`src/rtl/wb_arbiter2_if.sv`:
```
// rtl/wb_arbiter2_if.sv - Wishbone bus bundle shared by requesters and the downstream slave port
// dat_w carries master-to-slave write data, dat_r carries slave-to-master read data.
interface if_wb #(
  parameter int AWIDTH = 32,
  parameter int DWIDTH = 32
);
  logic                  cyc;
  logic                  stb;
  logic                  we;
  logic [AWIDTH-1:0]     adr;
  logic [DWIDTH/8-1:0]   sel;
  logic [DWIDTH-1:0]     dat_w;
  logic [DWIDTH-1:0]     dat_r;
  logic                  ack;

  modport master (output cyc, stb, we, adr, sel, dat_w, input dat_r, ack);
  modport slave  (input cyc, stb, we, adr, sel, dat_w, output dat_r, ack);
endinterface

```
`src/rtl/wb_arbiter2.sv`:
```
// rtl/wb_arbiter2.sv - two-master round-robin Wishbone arbiter with stall watchdog
// Ownership is held for a whole bus cycle; a watchdog aborts accesses a dead slave never acks.
module wb_arbiter2 #(
  parameter int AWIDTH  = 32,
  parameter int DWIDTH  = 32,
  parameter int TIMEOUT = 1024
) (
  input  logic       clk_i,
  input  logic       rst_i,
  if_wb.slave        bus0,
  if_wb.slave        bus1,
  if_wb.master       sbus,
  output logic [1:0] owner,
  output logic       timeout
);
  localparam int CW = (TIMEOUT > 2) ? $clog2(TIMEOUT) : 1;
  localparam logic [CW-1:0] TMAX = CW'(TIMEOUT - 1);

  typedef enum logic [2:0] {IDLE, GRANT0, GRANT1, ABORT0, ABORT1} state_t;

  state_t        state_q, state_d;
  logic          last_q, last_d;
  logic [CW-1:0] wdog_q, wdog_d;

  logic req0, req1, sel1, own_cyc, own_stb, other_req;

  always_ff @(posedge clk_i or posedge rst_i) begin
    if (rst_i) begin
      state_q <= IDLE;
      last_q  <= 1'b1;
      wdog_q  <= '0;
    end else begin
      state_q <= state_d;
      last_q  <= last_d;
      wdog_q  <= wdog_d;
    end
  end

  always_comb begin
    req0      = bus0.cyc & bus0.stb;
    req1      = bus1.cyc & bus1.stb;
    sel1      = (state_q == GRANT1) || (state_q == ABORT1);
    own_cyc   = sel1 ? bus1.cyc : bus0.cyc;
    own_stb   = sel1 ? bus1.stb : bus0.stb;
    other_req = sel1 ? req0 : req1;
    state_d   = state_q;
    last_d    = last_q;
    wdog_d    = '0;
    case (state_q)
      IDLE: begin
        if (req0 && req1)  state_d = last_q ? GRANT0 : GRANT1;
        else if (req0)     state_d = GRANT0;
        else if (req1)     state_d = GRANT1;
      end
      GRANT0, GRANT1: begin
        // Expiry wins over release so a stalled access always ends with an ack.
        if (own_cyc && own_stb && !sbus.ack) begin
          if (wdog_q == TMAX) begin
            state_d = sel1 ? ABORT1 : ABORT0;
            last_d  = sel1;
          end else begin
            wdog_d = wdog_q + 1'b1;
          end
        end else if (!own_cyc) begin
          last_d  = sel1;
          state_d = other_req ? (sel1 ? GRANT0 : GRANT1) : IDLE;
        end
      end
      default: state_d = IDLE;
    endcase
  end

  always_comb begin
    sbus.cyc   = 1'b0;
    sbus.stb   = 1'b0;
    sbus.we    = 1'b0;
    sbus.adr   = {AWIDTH{1'b0}};
    sbus.sel   = '0;
    sbus.dat_w = {DWIDTH{1'b0}};
    bus0.ack   = 1'b0;
    bus0.dat_r = '0;
    bus1.ack   = 1'b0;
    bus1.dat_r = '0;
    owner      = 2'b00;
    timeout    = 1'b0;
    case (state_q)
      GRANT0: begin
        owner      = 2'b01;
        sbus.cyc   = bus0.cyc;
        sbus.stb   = bus0.stb;
        sbus.we    = bus0.we;
        sbus.adr   = bus0.adr;
        sbus.sel   = bus0.sel;
        sbus.dat_w = bus0.dat_w;
        bus0.ack   = sbus.ack;
        bus0.dat_r = sbus.dat_r;
      end
      GRANT1: begin
        owner      = 2'b10;
        sbus.cyc   = bus1.cyc;
        sbus.stb   = bus1.stb;
        sbus.we    = bus1.we;
        sbus.adr   = bus1.adr;
        sbus.sel   = bus1.sel;
        sbus.dat_w = bus1.dat_w;
        bus1.ack   = sbus.ack;
        bus1.dat_r = sbus.dat_r;
      end
      // Abort cycle: the slave port stays idle and any late slave ack is dropped.
      ABORT0: begin
        owner      = 2'b01;
        timeout    = 1'b1;
        bus0.ack   = 1'b1;
        bus0.dat_r = {DWIDTH{1'b1}};
      end
      ABORT1: begin
        owner      = 2'b10;
        timeout    = 1'b1;
        bus1.ack   = 1'b1;
        bus1.dat_r = {DWIDTH{1'b1}};
      end
      default: ;
    endcase
  end
endmodule

```
`src/flat_wrapper.sv`:
```
// flat-port wrapper written by rule: the top's interface ports become plain ports
module wb_arbiter2_flat 
#(
  parameter int AWIDTH  = 32,
  parameter int DWIDTH  = 32,
  parameter int TIMEOUT = 1024
)
  (clk_i, rst_i, owner, timeout, bus0_cyc, bus0_stb, bus0_we, bus0_adr, bus0_sel, bus0_dat_w, bus0_dat_r, bus0_ack, bus1_cyc, bus1_stb, bus1_we, bus1_adr, bus1_sel, bus1_dat_w, bus1_dat_r, bus1_ack, sbus_cyc, sbus_stb, sbus_we, sbus_adr, sbus_sel, sbus_dat_w, sbus_dat_r, sbus_ack);
  if_wb #(.AWIDTH(AWIDTH), .DWIDTH(DWIDTH)) bus0_i ();
  if_wb #(.AWIDTH(AWIDTH), .DWIDTH(DWIDTH)) bus1_i ();
  if_wb #(.AWIDTH(AWIDTH), .DWIDTH(DWIDTH)) sbus_i ();
  input  logic clk_i;
  input  logic rst_i;
  output logic [1:0] owner;
  output logic timeout;
  input wire logic [$bits(bus0_i.cyc)-1:0] bus0_cyc;
  input wire logic [$bits(bus0_i.stb)-1:0] bus0_stb;
  input wire logic [$bits(bus0_i.we)-1:0] bus0_we;
  input wire logic [$bits(bus0_i.adr)-1:0] bus0_adr;
  input wire logic [$bits(bus0_i.sel)-1:0] bus0_sel;
  input wire logic [$bits(bus0_i.dat_w)-1:0] bus0_dat_w;
  output wire logic [$bits(bus0_i.dat_r)-1:0] bus0_dat_r;
  output wire logic [$bits(bus0_i.ack)-1:0] bus0_ack;
  input wire logic [$bits(bus1_i.cyc)-1:0] bus1_cyc;
  input wire logic [$bits(bus1_i.stb)-1:0] bus1_stb;
  input wire logic [$bits(bus1_i.we)-1:0] bus1_we;
  input wire logic [$bits(bus1_i.adr)-1:0] bus1_adr;
  input wire logic [$bits(bus1_i.sel)-1:0] bus1_sel;
  input wire logic [$bits(bus1_i.dat_w)-1:0] bus1_dat_w;
  output wire logic [$bits(bus1_i.dat_r)-1:0] bus1_dat_r;
  output wire logic [$bits(bus1_i.ack)-1:0] bus1_ack;
  output wire logic [$bits(sbus_i.cyc)-1:0] sbus_cyc;
  output wire logic [$bits(sbus_i.stb)-1:0] sbus_stb;
  output wire logic [$bits(sbus_i.we)-1:0] sbus_we;
  output wire logic [$bits(sbus_i.adr)-1:0] sbus_adr;
  output wire logic [$bits(sbus_i.sel)-1:0] sbus_sel;
  output wire logic [$bits(sbus_i.dat_w)-1:0] sbus_dat_w;
  input wire logic [$bits(sbus_i.dat_r)-1:0] sbus_dat_r;
  input wire logic [$bits(sbus_i.ack)-1:0] sbus_ack;
  assign bus0_i.cyc = bus0_cyc;
  assign bus0_i.stb = bus0_stb;
  assign bus0_i.we = bus0_we;
  assign bus0_i.adr = bus0_adr;
  assign bus0_i.sel = bus0_sel;
  assign bus0_i.dat_w = bus0_dat_w;
  assign bus0_dat_r = bus0_i.dat_r;
  assign bus0_ack = bus0_i.ack;
  assign bus1_i.cyc = bus1_cyc;
  assign bus1_i.stb = bus1_stb;
  assign bus1_i.we = bus1_we;
  assign bus1_i.adr = bus1_adr;
  assign bus1_i.sel = bus1_sel;
  assign bus1_i.dat_w = bus1_dat_w;
  assign bus1_dat_r = bus1_i.dat_r;
  assign bus1_ack = bus1_i.ack;
  assign sbus_cyc = sbus_i.cyc;
  assign sbus_stb = sbus_i.stb;
  assign sbus_we = sbus_i.we;
  assign sbus_adr = sbus_i.adr;
  assign sbus_sel = sbus_i.sel;
  assign sbus_dat_w = sbus_i.dat_w;
  assign sbus_i.dat_r = sbus_dat_r;
  assign sbus_i.ack = sbus_ack;
  wb_arbiter2 #(.AWIDTH(AWIDTH), .DWIDTH(DWIDTH), .TIMEOUT(TIMEOUT)) u_core (.clk_i(clk_i), .rst_i(rst_i), .bus0(bus0_i), .bus1(bus1_i), .sbus(sbus_i), .owner(owner), .timeout(timeout));
endmodule
```
`config.mk`:
```
export PLATFORM = sky130hd
export DESIGN_NAME = wb_arbiter2_flat
export DESIGN_NICKNAME = d
export VERILOG_FILES = /design/src/rtl/wb_arbiter2_if.sv /design/src/rtl/wb_arbiter2.sv /design/src/flat_wrapper.sv
export SDC_FILE = /design/constraint.sdc
export NUM_CORES = 1
export LEC_CHECK = 0
export BUFFER_PORTS_ARGS = -buffer_cell sky130_fd_sc_hd__buf_2
export CELL_PAD_IN_SITES_DETAIL_PLACEMENT = 1
export CELL_PAD_IN_SITES_GLOBAL_PLACEMENT = 1
export CORE_AREA = 2 2 125 127
export CTS_CLUSTER_DIAMETER = 100
export DETAILED_ROUTE_END_ITERATION = 8
export DIE_AREA = 0 0 127 129
export PLACE_DENSITY = 0.7
export SETUP_SLACK_MARGIN = 0.02
export SLEW_MARGIN = 40
export SYNTH_ARGS = -nofsm -noshare
export SYNTH_HDL_FRONTEND = slang
export SYNTH_SLANG_ARGS = --single-unit
```
`constraint.sdc`:
```
create_clock -name clk_i -period 2.37 [get_ports clk_i]
set_input_delay 0.237 -clock clk_i [delete_from_list [all_inputs] [get_ports clk_i]]
set_output_delay 0.237 -clock clk_i [all_outputs]
set_load 0.02 [all_outputs]
```
==> qor.txt <==
Maximum VDD drop - 0.286 mV
Register area share after synthesis - 0.169
HPWL after detailed placement - 10400 um
Vias - 3341
FMAX - 456 MHz
Die Span Y - 129 um
Most used DFF post-synth - dfrtp_1
Mapped Avg Cell Area - 7.17 um^2
Die area - 16400 um^2
DR WL/cell - 16.3 um
Die width - 127 um
Clock latency on the worst-skew pair - 240 ps
Endpoints failing hold - 0
Worst Hold Class - in2async
Worst slew pin tran - 586 ps
DRT iter0 DRCs - 190
Vias in the first global route - 3046
FFs w/ async S/R, synth - 1.00
Synthesized area - 2090 um^2
Post-CTS sizing - 0
Layout Nets - 768
First-pass detailed-route iteration total - 4
DRC - 0
Fin Setup TNS - 0 ps
Startpoint class of the critical path - register
Crit end category - primary output
Setup-failing EPs final - 0
Layout cells sized above 1 - 0.579
Worst slew margin - 0.609
I/O Buffers - 316
First-pass GRT wire length - 17600 um
Pleak - 2.34 nW
CTS Buffer Depth - 2
CTS H-tree lvls - 1
Finished Core Util - 0.265
Number of synthesized flops with an enable pin - 0
Post-synthesis cell type count - 39
# clock sinks - 14
Fill cells - 1916
Synth-to-Final Area Change - 90.5%
Largest net degree at the start of global routing - 59
Num rows - 45
Initial Utilization - 0.139
Worst path slowest cell - dfrtp_1
Syn. warnings - 0
DR vias/cell - 4.29
Post-route ant nets - 0
Worst path cell trace - buf_4 -> xnor2_2 -> nor2_4 -> buf_4 -> o21a_1 -> buf_2
Multi-input logic area - 1600 um^2
Max Cap Violations - 0
Period utilization - 0.925
Global Route Usage Sum - 0.134
Largest fanout on the critical path - 34
Most used cell, CP - buf_4
Register area - 352 um^2
I/O pins - 317
Critical Path AT - 1950 ps
Antenna violations before repair - 2
Slew Limit Fails - 0
Core area - 15000 um^2
Clock slew at reported path FFs - 50 ps
Net Count, Synth - 469
Commonest non-fill, non-tap cell in the layout - buf_2
Highest-count cells in the layout ignoring fill and taps - buf_2, nor2_1, a22o_1
Hold-fix buffers, CTS - 0
Drt total wl - 12700 um
FF+latch count, synth - 14
CP Class - reg2out
CTS Root Cell - clkbuf_16
Post-synthesis cell count - 291
RSZ-0062 raised after global routing - no
CTS tree - yes
Final worst path period need - 2190 ps
Global placement routability congestion - 0.764
Remaining Overflow, GRT - 0
Critical path required time - 2130 ps
Outcome - finished, final reports clean
Clock skew - 1.71 ps
TritonCTS Buffers - 3
Post-CTS Setup Bufs - 0
Power Dens Cells - 531 nW/um^2
Slowest cell delay on critical path - 460 ps
==> through the flow <==
| step | worst slack (ps) | total power [W] | std cells | area, um^2 | hold slack (ps) |
|---|---|---|---|---|---|
| floorplan | 587 | 0.00119 | 291 | 2090 | 126 |
| global placement | 365 | 0.00176 | 772 | 3880 | 311 |
| detailed placement | 356 | 0.00176 | 772 | 3880 | 323 |
| CTS | 86.9 | 0.00212 | 776 | 3970 | 64.2 |
| global route | 86.8 | 0.00223 | 777 | 3970 | 98.2 |
| finish | 178 | 0.00211 | 778 | 3970 | 48.4 |
==> path summary, 6_finish.rpt <==
kind | start | end | slack, ps | cells past startpoint
setup / recovery | u_core.state_q[1] | bus1_dat_r[31] | 180 | 6
hold / removal | rst_i | u_core.wdog_q[0] | 50 | 2
setup reg to reg | u_core.state_q[1] | u_core.state_q[1] | 520 | 6
hold reg to reg | u_core.last_q | u_core.last_q | 490 | 2
max in group asynchronous | rst_i | u_core.wdog_q[7] | 1940 | 2
min in group clk_i | bus0_cyc | u_core.last_q | 440 | 5
==> cells by family (layout without fill, tap and decap cells) <==
kind of cell             count (synthesis)  after routing  share of synthesized area
buffers and inverters                   36            333                     0.0750
AND/OR/NAND/NOR                        114            115                      0.239
other                                    0              1                          0
multiplexers                             3              3                     0.0174
flip-flops                              14             14                      0.169
adder cells (fa/ha/maj)                  1              1                    0.00600
XOR/XNOR                                 9              9                     0.0414
AO/OA/AOI/OAI                          114            114                      0.453
==> worst max-delay path: cells and delay by family (launching register included) <==
kind,cells,cell delay (ps)
buf+inv,3,720
flops,1,460
xor+xnor,1,170
compound gates,1,210
simple gates,1,130
==> registers in the layout (all words and copies together), names as in the netlist <==
name            flops
u_core.wdog_q      10
u_core.last_q       1
u_core.state_q      3
==> where the power goes <==
group          switching [W]  internal, W  total [W]
sequential         0.0000153     0.000261   0.000276
clock              0.0000965     0.000256   0.000352
combinational       0.000914     0.000566    0.00148
==> layer usage <==
metal / GRT usage / vias to the layer above / part of all wire
li1: - / 1657 / -
met1: 0.167 / 1554 / 0.41
met2: 0.244 / 117 / 0.52
met3: 0.0279 / 11 / 0.061
met4: 0.0194 / 2 / 0.0085
met5: 0 / - / 0.0013
==> area by class of cell <==
cell class                      count  area share
Timing Repair Buffer              326       0.423
Multi-Input combinational cell    242       0.403
Sequential cell                    14      0.0885
Tap cell                          188      0.0592
Clock buffer                        4      0.0224
Inverter                            3     0.00283
Antenna cell                        1    0.000630
==> cells in the mapped netlist (2+ instances only) <==
cell type | count | area share
nand3_1 | 3 | 0.0072
o2bb2ai_1 | 2 | 0.0084
nand2_1 | 12 | 0.022
o21a_1 | 33 | 0.12
buf_1 | 4 | 0.0072
xnor2_1 | 4 | 0.017
nand2b_1 | 2 | 0.0060
xor2_1 | 4 | 0.017
dfrtp_1 | 13 | 0.16
mux2_1 | 2 | 0.011
o21ai_0 | 2 | 0.0048
buf_2 | 14 | 0.034
nor2b_1 | 2 | 0.0060
a22o_1 | 70 | 0.29
a21o_1 | 2 | 0.0072
nor2_1 | 81 | 0.15
inv_1 | 2 | 0.0036
nor4_1 | 3 | 0.0090
clkbuf_1 | 14 | 0.025
nand4_1 | 2 | 0.0060
a21oi_1 | 2 | 0.0048
Power figures use the tool's default switching activity.
